`config.mk`:
```
export PLATFORM = sky130hd
export DESIGN_NAME = frame_scheduler_flat
export DESIGN_NICKNAME = d
export VERILOG_FILES = /design/src/rtl/frame_scheduler_if.sv /design/src/rtl/frame_scheduler.sv /design/src/flat_wrapper.sv
export SDC_FILE = /design/constraint.sdc
export NUM_CORES = 1
export LEC_CHECK = 0
export BUFFER_PORTS_ARGS = -buffer_cell sky130_fd_sc_hd__buf_4
export CAP_MARGIN = 20
export CORE_MARGIN = 8
export CORE_UTILIZATION = 54
export DETAILED_ROUTE_END_ITERATION = 12
export PLACE_DENSITY = 0.93
export SLEW_MARGIN = 40
export SYNTH_ARGS = -nofsm -noshare
export SYNTH_HDL_FRONTEND = slang
export SYNTH_SLANG_ARGS = --single-unit
```
`constraint.sdc`:
```
create_clock -name clock -period 4.5 [get_ports clock]
set_clock_uncertainty 0.05 [all_clocks]
set_input_delay 0.9 -clock clock [delete_from_list [all_inputs] [get_ports clock]]
set_output_delay 0.9 -clock clock [all_outputs]
set_load 0.02 [all_outputs]
```
`src/rtl/frame_scheduler_if.sv`:
```
// rtl/frame_scheduler_if.sv - client, control and VGA signal bundle for the frame scheduler
interface frame_scheduler_if;
  logic       run;
  logic       game_over;
  logic [8:0] g_x;
  logic [7:0] g_y;
  logic [2:0] g_colour;
  logic       g_plot;
  logic       g_done;
  logic [8:0] s_x;
  logic [7:0] s_y;
  logic [2:0] s_colour;
  logic       s_plot;
  logic       s_done;
  logic       new_frame;
  logic       erase;
  logic       g_start;
  logic       s_start;
  logic [2:0] speed;
  logic       new_level;
  logic [8:0] vga_x;
  logic [7:0] vga_y;
  logic [2:0] vga_colour;
  logic       vga_plot;
  logic       overrun;
  logic [15:0] frame_count;

  // scheduler side
  modport slave (
    input  run, game_over,
    input  g_x, g_y, g_colour, g_plot, g_done,
    input  s_x, s_y, s_colour, s_plot, s_done,
    output new_frame, erase, g_start, s_start, speed, new_level,
    output vga_x, vga_y, vga_colour, vga_plot, overrun, frame_count
  );

  // game logic / draw clients / VGA side
  modport master (
    output run, game_over,
    output g_x, g_y, g_colour, g_plot, g_done,
    output s_x, s_y, s_colour, s_plot, s_done,
    input  new_frame, erase, g_start, s_start, speed, new_level,
    input  vga_x, vga_y, vga_colour, vga_plot, overrun, frame_count
  );
endinterface

```
`src/rtl/frame_scheduler.sv`:
```
// rtl/frame_scheduler.sv - frame tick divider, per-frame draw sequencer, VGA port arbiter and speed level
module frame_scheduler #(
  parameter int FRAME_DIV    = 833333,
  parameter int LEVEL_FRAMES = 1800
) (
  input logic              clock,
  input logic              resetn,
  frame_scheduler_if.slave bus
);

  localparam int DIV_W = $clog2(FRAME_DIV);
  localparam int LVL_W = (LEVEL_FRAMES > 1) ? $clog2(LEVEL_FRAMES) : 1;
  localparam logic [DIV_W-1:0] DIV_LAST = DIV_W'(FRAME_DIV - 1);
  localparam logic [LVL_W-1:0] LVL_LAST = LVL_W'(LEVEL_FRAMES - 1);

  typedef enum logic [2:0] {
    S_IDLE, S_WAIT, S_ERASE, S_UPDATE, S_DRAW_G, S_DRAW_S, S_HALT
  } state_t;

  state_t           r_state;
  state_t           w_next;
  logic [DIV_W-1:0] r_div;
  logic [LVL_W-1:0] r_level;
  logic [2:0]       r_speed;
  logic             r_s_start;
  logic             r_g_start;
  logic             r_overrun;
  logic [15:0]      r_frame_count;

  logic             w_tick;
  logic             w_level_wrap;
  logic             w_busy;
  logic             w_erase;
  logic             w_new_frame;
  logic             w_new_level;
  logic [8:0]       w_vga_x;
  logic [7:0]       w_vga_y;
  logic [2:0]       w_vga_colour;
  logic             w_vga_plot;

  assign w_tick       = (r_div == DIV_LAST);
  assign w_level_wrap = (r_level == LVL_LAST);
  // a frame is in flight anywhere outside the resting states
  assign w_busy       = !(r_state == S_IDLE || r_state == S_WAIT || r_state == S_HALT);

  // free-running frame divider, unaffected by the FSM
  always_ff @(posedge clock or negedge resetn) begin
    if (!resetn)     r_div <= '0;
    else if (w_tick) r_div <= '0;
    else             r_div <= r_div + DIV_W'(1);
  end

  // state register
  always_ff @(posedge clock or negedge resetn) begin
    if (!resetn) r_state <= S_IDLE;
    else         r_state <= w_next;
  end

  // next-state logic; run/game_over are only looked at between frames
  always_comb begin
    w_next = r_state;
    case (r_state)
      S_IDLE:   if (bus.run) w_next = S_WAIT;
      S_WAIT: begin
        if (bus.game_over) w_next = S_HALT;
        else if (!bus.run) w_next = S_IDLE;
        else if (w_tick)   w_next = S_ERASE;
      end
      S_ERASE:  if (bus.s_done) w_next = S_UPDATE;
      S_UPDATE: w_next = S_DRAW_G;
      S_DRAW_G: if (bus.g_done) w_next = S_DRAW_S;
      S_DRAW_S: if (bus.s_done) w_next = S_WAIT;
      S_HALT:   if (!bus.run)   w_next = S_IDLE;
      default:  w_next = S_IDLE;
    endcase
  end

  // start pulses land on the first cycle of the pass they launch
  always_ff @(posedge clock or negedge resetn) begin
    if (!resetn) begin
      r_s_start <= 1'b0;
      r_g_start <= 1'b0;
    end else begin
      r_s_start <= (r_state == S_WAIT && w_next == S_ERASE) ||
                   (r_state == S_DRAW_G && w_next == S_DRAW_S);
      r_g_start <= (r_state == S_UPDATE);
    end
  end

  // level counter, speed, overrun flag and completed-frame counter
  always_ff @(posedge clock or negedge resetn) begin
    if (!resetn) begin
      r_level       <= '0;
      r_speed       <= 3'd2;
      r_overrun     <= 1'b0;
      r_frame_count <= '0;
    end else begin
      if (r_state == S_UPDATE) begin
        r_level <= w_level_wrap ? '0 : r_level + LVL_W'(1);
        if (w_level_wrap && r_speed != 3'd7) r_speed <= r_speed + 3'd1;
      end
      if (w_tick && w_busy) r_overrun <= 1'b1;
      if (r_state == S_DRAW_S && bus.s_done) r_frame_count <= r_frame_count + 16'd1;
    end
  end

  // state-decoded outputs and the VGA port mux
  always_comb begin
    w_erase      = (r_state == S_ERASE);
    w_new_frame  = (r_state == S_UPDATE);
    w_new_level  = (r_state == S_UPDATE) && w_level_wrap && (r_speed != 3'd7);
    w_vga_x      = '0;
    w_vga_y      = '0;
    w_vga_colour = '0;
    w_vga_plot   = 1'b0;
    case (r_state)
      S_ERASE, S_DRAW_S: begin
        w_vga_x      = bus.s_x;
        w_vga_y      = bus.s_y;
        w_vga_colour = bus.s_colour;
        w_vga_plot   = bus.s_plot;
      end
      S_DRAW_G: begin
        w_vga_x      = bus.g_x;
        w_vga_y      = bus.g_y;
        w_vga_colour = bus.g_colour;
        w_vga_plot   = bus.g_plot;
      end
      default: ;
    endcase
  end

  assign bus.new_frame   = w_new_frame;
  assign bus.erase       = w_erase;
  assign bus.g_start     = r_g_start;
  assign bus.s_start     = r_s_start;
  assign bus.speed       = r_speed;
  assign bus.new_level   = w_new_level;
  assign bus.vga_x       = w_vga_x;
  assign bus.vga_y       = w_vga_y;
  assign bus.vga_colour  = w_vga_colour;
  assign bus.vga_plot    = w_vga_plot;
  assign bus.overrun     = r_overrun;
  assign bus.frame_count = r_frame_count;

endmodule
```
`src/flat_wrapper.sv`:
```
// flat-port wrapper written by rule: the top's interface ports become plain ports
module frame_scheduler_flat 
#(
  parameter int FRAME_DIV    = 833333,
  parameter int LEVEL_FRAMES = 1800
)
  (clock, resetn, bus_run, bus_game_over, bus_g_x, bus_g_y, bus_g_colour, bus_g_plot, bus_g_done, bus_s_x, bus_s_y, bus_s_colour, bus_s_plot, bus_s_done, bus_new_frame, bus_erase, bus_g_start, bus_s_start, bus_speed, bus_new_level, bus_vga_x, bus_vga_y, bus_vga_colour, bus_vga_plot, bus_overrun, bus_frame_count);
  frame_scheduler_if bus_i ();
  input logic clock;
  input logic resetn;
  input wire logic [$bits(bus_i.run)-1:0] bus_run;
  input wire logic [$bits(bus_i.game_over)-1:0] bus_game_over;
  input wire logic [$bits(bus_i.g_x)-1:0] bus_g_x;
  input wire logic [$bits(bus_i.g_y)-1:0] bus_g_y;
  input wire logic [$bits(bus_i.g_colour)-1:0] bus_g_colour;
  input wire logic [$bits(bus_i.g_plot)-1:0] bus_g_plot;
  input wire logic [$bits(bus_i.g_done)-1:0] bus_g_done;
  input wire logic [$bits(bus_i.s_x)-1:0] bus_s_x;
  input wire logic [$bits(bus_i.s_y)-1:0] bus_s_y;
  input wire logic [$bits(bus_i.s_colour)-1:0] bus_s_colour;
  input wire logic [$bits(bus_i.s_plot)-1:0] bus_s_plot;
  input wire logic [$bits(bus_i.s_done)-1:0] bus_s_done;
  output wire logic [$bits(bus_i.new_frame)-1:0] bus_new_frame;
  output wire logic [$bits(bus_i.erase)-1:0] bus_erase;
  output wire logic [$bits(bus_i.g_start)-1:0] bus_g_start;
  output wire logic [$bits(bus_i.s_start)-1:0] bus_s_start;
  output wire logic [$bits(bus_i.speed)-1:0] bus_speed;
  output wire logic [$bits(bus_i.new_level)-1:0] bus_new_level;
  output wire logic [$bits(bus_i.vga_x)-1:0] bus_vga_x;
  output wire logic [$bits(bus_i.vga_y)-1:0] bus_vga_y;
  output wire logic [$bits(bus_i.vga_colour)-1:0] bus_vga_colour;
  output wire logic [$bits(bus_i.vga_plot)-1:0] bus_vga_plot;
  output wire logic [$bits(bus_i.overrun)-1:0] bus_overrun;
  output wire logic [$bits(bus_i.frame_count)-1:0] bus_frame_count;
  assign bus_i.run = bus_run;
  assign bus_i.game_over = bus_game_over;
  assign bus_i.g_x = bus_g_x;
  assign bus_i.g_y = bus_g_y;
  assign bus_i.g_colour = bus_g_colour;
  assign bus_i.g_plot = bus_g_plot;
  assign bus_i.g_done = bus_g_done;
  assign bus_i.s_x = bus_s_x;
  assign bus_i.s_y = bus_s_y;
  assign bus_i.s_colour = bus_s_colour;
  assign bus_i.s_plot = bus_s_plot;
  assign bus_i.s_done = bus_s_done;
  assign bus_new_frame = bus_i.new_frame;
  assign bus_erase = bus_i.erase;
  assign bus_g_start = bus_i.g_start;
  assign bus_s_start = bus_i.s_start;
  assign bus_speed = bus_i.speed;
  assign bus_new_level = bus_i.new_level;
  assign bus_vga_x = bus_i.vga_x;
  assign bus_vga_y = bus_i.vga_y;
  assign bus_vga_colour = bus_i.vga_colour;
  assign bus_vga_plot = bus_i.vga_plot;
  assign bus_overrun = bus_i.overrun;
  assign bus_frame_count = bus_i.frame_count;
  frame_scheduler #(.FRAME_DIV(FRAME_DIV), .LEVEL_FRAMES(LEVEL_FRAMES)) u_core (.clock(clock), .resetn(resetn), .bus(bus_i));
endmodule
```
Word level (Yosys, flattened, before mapping)
Index checks and enable logic that the tools add are counted.

$add $sub $neg: 4. Multiply operators: 0. Divide/modulo/power cells: 0. Order comparisons: 0. Eq/ne operators: 11. Shift-type cells: 0. Multiplexer cells: 15. Bitwise logic cells: 0. Reductions and logical operators: 14.

Operators with widths (count): two-way mux 3 bit (8); case mux 3 bit (7 select lines) (1); adder 20 x 1 -> 20 bit, second input constant (1); equality test 20 bit, second input constant (1); two-way mux 20 bit (1); case mux 9 bit (2 select lines) (1); adder 16 x 1 -> 16 bit, second input constant (1); case mux 8 bit (2 select lines) (1); equality test 3 bit, second input constant (4); adder 11 x 1 -> 11 bit, second input constant (1); equality test 11 bit, second input constant (1); two-way mux 11 bit (1); equality test 3 x 2 -> 1 bit, second input constant (3); logical AND 1 bit (7); case mux 3 bit (2 select lines) (1); adder 3 x 1 -> 3 bit, second input constant (1); equality test 3 x 1 -> 1 bit, second input constant (1); zero test 3 bit (1); logical OR 1 bit (3); inequality test 3 bit, second input constant (1); case mux 1 bit (2 select lines) (1); AND reduction 2 bit (1); OR reduction 2 bit (1); zero test 1 bit (1).

Bits in registers: 56. Bits in latches: 0. Memory bits (writable): 0. Memory bits (read-only): 0. Input port bits: 48. Output and inout bits: 46. Word-level logic and storage cells: 52. Memories: 0.

Longest topological paths before layout
Depth after elaboration: 8. Mapped depth: 8. Mapped depth without buffers: 7.

Worst setup path after synthesis
OpenSTA, ideal clock, no wires.

Path type: register to output. Start point: register u_core.r_level[6]. End point: output bus_new_level. Data arrival time: 1.535 ns. Data required time: 3.550 ns. Setup slack: 2.015 ns. Cell stages (with the launch flop): 5. Buffers on the path: 0. Cell sequence: dfrtp_1 -> or4b_4 -> nor4_4 -> and2_4 -> and2b_4.

Cells in the longest elaborated chain, start to end: 3.

RTL lines: start: declaration (line frame_scheduler.sv:23) `logic [LVL_W-1:0] r_level;`; start signal: assignment (line frame_scheduler.sv:99) `r_level <= w_level_wrap ? '0 : r_level + LVL_W'(1);`; equality test 11 bit (line frame_scheduler.sv:42) `assign w_level_wrap = (r_level == LVL_LAST);`; logical AND 1 bit (2 in series) (line frame_scheduler.sv:111) `w_new_level = (r_state == S_UPDATE) && w_level_wrap && (r_speed != 3'd7);`; end: declaration (line flat_wrapper.sv:28) `output wire logic [$bits(bus_i.new_level)-1:0] bus_new_level;`.

Every way passes these cells.

Final worst setup path
Same ends and word-level chain as after synthesis.

==> metrics.yaml <==
synthMuxAreaShare: 0.0188
drt_pass1_iterations: 4
ctsResizeCount: 0
worst_pin_slew_ns: 0.688
p_per_area_nw_per_um2: 424
num_rows: 26
synth_compound_area_frac: 0.102
async_flop_share: 1.00
grt_use_total: 0.185
die_h_um: 88.7
cts_root_buffer: "clkbuf_8"
holdBufCountCts: 0
synth_top_area_share: 0.482
syn_avg_cell_area_um2: 10.2
critical-path-max-stage-delay_ns: 0.56
period_share: 0.679
syn_inst: 279
path_class: "reg2out"
wire_per_inst_um: 16.1
cap_violations: 0
tns_ns: 0
ir_worst_vdd_mv: 0.285
hold_path_end: "u_core.bus.frame_count[15]$_DFFE_PN0P_"
holdCritStartpoint: "u_core.bus.frame_count[15]$_DFFE_PN0P_"
drt.antenna.violating_nets: 0
cts_made_buffers: 5
post-place-ws_ns: 1.77
worstHoldPathCells: 1
r2r_slack_ns: 2.37
synth-xor-area-share: 0.123
r2r-start: "u_core.r_level[6]$_DFFE_PN0P_"
synth_area_leader_cell: "dfrtp_1"
max_freq_mhz: 327
fill_cells: 374
ys_types: 41
hold_path.class: "reg2reg"
seqCellArea_um2: 1400
gr-total-overflow: 0
wirelength_um: 7090
ys_seq_area_frac: 0.491
layout_setup_ws_ns: 1.45
rsz0062_at_grt: "false"
grt_pass1_vias: 2479
die_area_um2: 7880
crit_chain: "or4b_4 > nor4_4 > and2_4 > and2b_4 > buf_4"
grt_max_degree: 57
first_iter_violations: 94
core_um2: 5110
gp_congestion: 0.828
synth_nets: 333
cp-start-kind: "flop"
antenna_found_initial: 0
place_hpwl_um: 5480
die_w_um: 88.7
critical_path_peak_fanout: 5
synth_area_leaders: "dfrtp_1, xnor2_1, a22o_1, xor2_1, nor2_1"
final_max_slew_viol_count: 0
synth_edf_count: 0
clkTransAtPathRegs_ns: 0.10
rr_worst_depth: 5
worstSetupEndpointType: "output port"
slew_headroom: 0.542
grt_pass1_wl_um: 11300
reg2reg_to: "u_core.bus.speed[2]$_DFFE_PN0P_"
setup_viol: 0
nNetsFinal: 424
viasPerCell: 5.44
synth_seq_cells: 56
remaining_drc_errors: 0
cts_sinks: 56
placed_cells: 433
instances_no_fill: 441
clk_latency_ns: 0.31
htreeDepth: 2
area_growth_pct: 29.9
start_util: 0.560
synthAdderAreaFrac: 0.0263
diodes: 0
synth_top_family_by_area: "simple AND/OR/NAND/NOR gates"
drive_gt1_frac: 0.296
post-cts-setup-buffers: 0
cpMaxStageDelayCell: "or4b_4"
synth_flop_cell: "dfrtp_1"
hold_viol: 0
clock_path_buffers: 2
arrival_ns: 2.10
io_buffers: 93
synth_warnings: 0
post-route-min-period_ns: 3.05
synth_area_um2: 2860
io_pins: 94
yosys.area_share.simple: 0.210
multi_input_area_um2: 1370
vias: 2398
crit_required_ns: 3.55
status: "completed"
p_leak_nw: 1.88
cts_tree: "done"
critical path, delay by kind of cell (launching register included):
family                 cells  cell delay [ns]
buffers and inverters      1             0.14
flip-flops                 1             0.43
AND/OR/NAND/NOR            4             1.21
through the flow:
| stage | cell area (µm²) | power (mW) | hold slack [ns] | util |
|---|---|---|---|---|
| 4_1_cts | 3710 | 1.58 | 0.428 | 0.727 |
| 2_1_floorplan | 2860 | 1.01 | 0.409 | - |
| 3_3_place_gp | 3610 | 1.27 | 0.393 | 0.707 |
| 3_5_place_dp | 3610 | 1.29 | 0.407 | 0.707 |
| 5_1_grt | 3710 | 1.66 | 0.435 | 0.727 |
| 6_report | 3710 | 1.57 | 0.419 | 0.727 |
kinds of logic after synthesis:
kind of cell	Yosys count
flops	56
buf+inv	22
mux	5
compound gates	38
xor+xnor	40
simple gates	112
fa+ha+maj	6
routing by layer:
| metal | wire length (µm) | up-vias | part of all wire | global-route usage |
|---|---|---|---|---|
| li1 | - | 1159 | - | - |
| met1 | 2640 | 1136 | 0.37 | 0.187 |
| met2 | 3690 | 90 | 0.52 | 0.330 |
| met3 | 610 | 13 | 0.086 | 0.0696 |
| met4 | 154 | 0 | 0.022 | 0.0814 |
| met5 | 0 | - | 0 | 0 |
sequential cells by signal, indices dropped and copies added, names as in the netlist:
signal and count:
u_core.r_div 20, u_core.bus.overrun 1, u_core.bus.speed 3, u_core.r_state 3, u_core.r_level 11, u_core.bus.frame_count 16
u_core.bus.g_start 1, u_core.bus.s_start 1
how the worst max path moves through the flow:
stage | from | end | slack (ns) | cells after the start
detailed placement | u_core.r_level[6]$_DFFE_PN0P_ | bus_new_level | 1.77 | 5
CTS | u_core.r_level[6]$_DFFE_PN0P_ | bus_new_level | 1.42 | 5
global route | u_core.r_level[6]$_DFFE_PN0P_ | bus_new_level | 1.36 | 5
global placement | u_core.r_level[6]$_DFFE_PN0P_ | bus_new_level | 1.87 | 5
floorplan | u_core.r_level[6]$_DFFE_PN0P_ | bus_new_level | 2.02 | 4
finish | u_core.r_level[6]$_DFFE_PN0P_ | bus_new_level | 1.45 | 5
layout by cell type (no fill, tap or decap), drive strengths merged, types with 2 or more instances in the layout:
cell and count:
o22ai 2, nand4 10, nand3b 2, nand2 24, clkbuf 6, and2 4, inv 11, and4 4
and3 5, nor3 5, o21ai 7, nor2 29, clkinvlp 2, dfrtp 55, ha 6, a22o 21
nand3 17, xnor2 23, xor2 17, buf 95, a21oi 3, nor4 5, mux2 3, mux2i 2
layout make-up:
cell class                      count  share of cell area
Tap cell                           70              0.0236
Inverter                           11              0.0111
Multi-Input combinational cell    201               0.369
Sequential cell                    56               0.378
Clock inverter                      2             0.00405
Clock buffer                        6              0.0223
Timing Repair Buffer               95               0.192
cell usage after synthesis, types with 2 or more instances:
cell type and instances:
dfrtp_1 55, nor2_1 29, nand2_1 24, xnor2_1 23
a22o_1 21, nand3_1 17, xor2_1 17, inv_1 11
nand4_1 10, clkbuf_1 8, ha_1 6, and3_1 5
nor3_1 5, and4_1 4, o21ai_1 4, a21oi_1 3
and2_1 3, buf_2 3, nor4_1 3, o21ai_0 3
mux2_1 2, mux2i_1 2, nand3b_1 2, o22ai_1 2
power by group:
part           switching [mW]  leakage [nW]  internal (mW)  total [mW]
clock                   0.167        0.0434          0.125       0.291
combinational           0.363          1.09          0.300       0.662
sequential             0.0691         0.745          0.551       0.620
total                   0.598          1.88          0.975        1.57
Power figures use the tool's default switching activity.
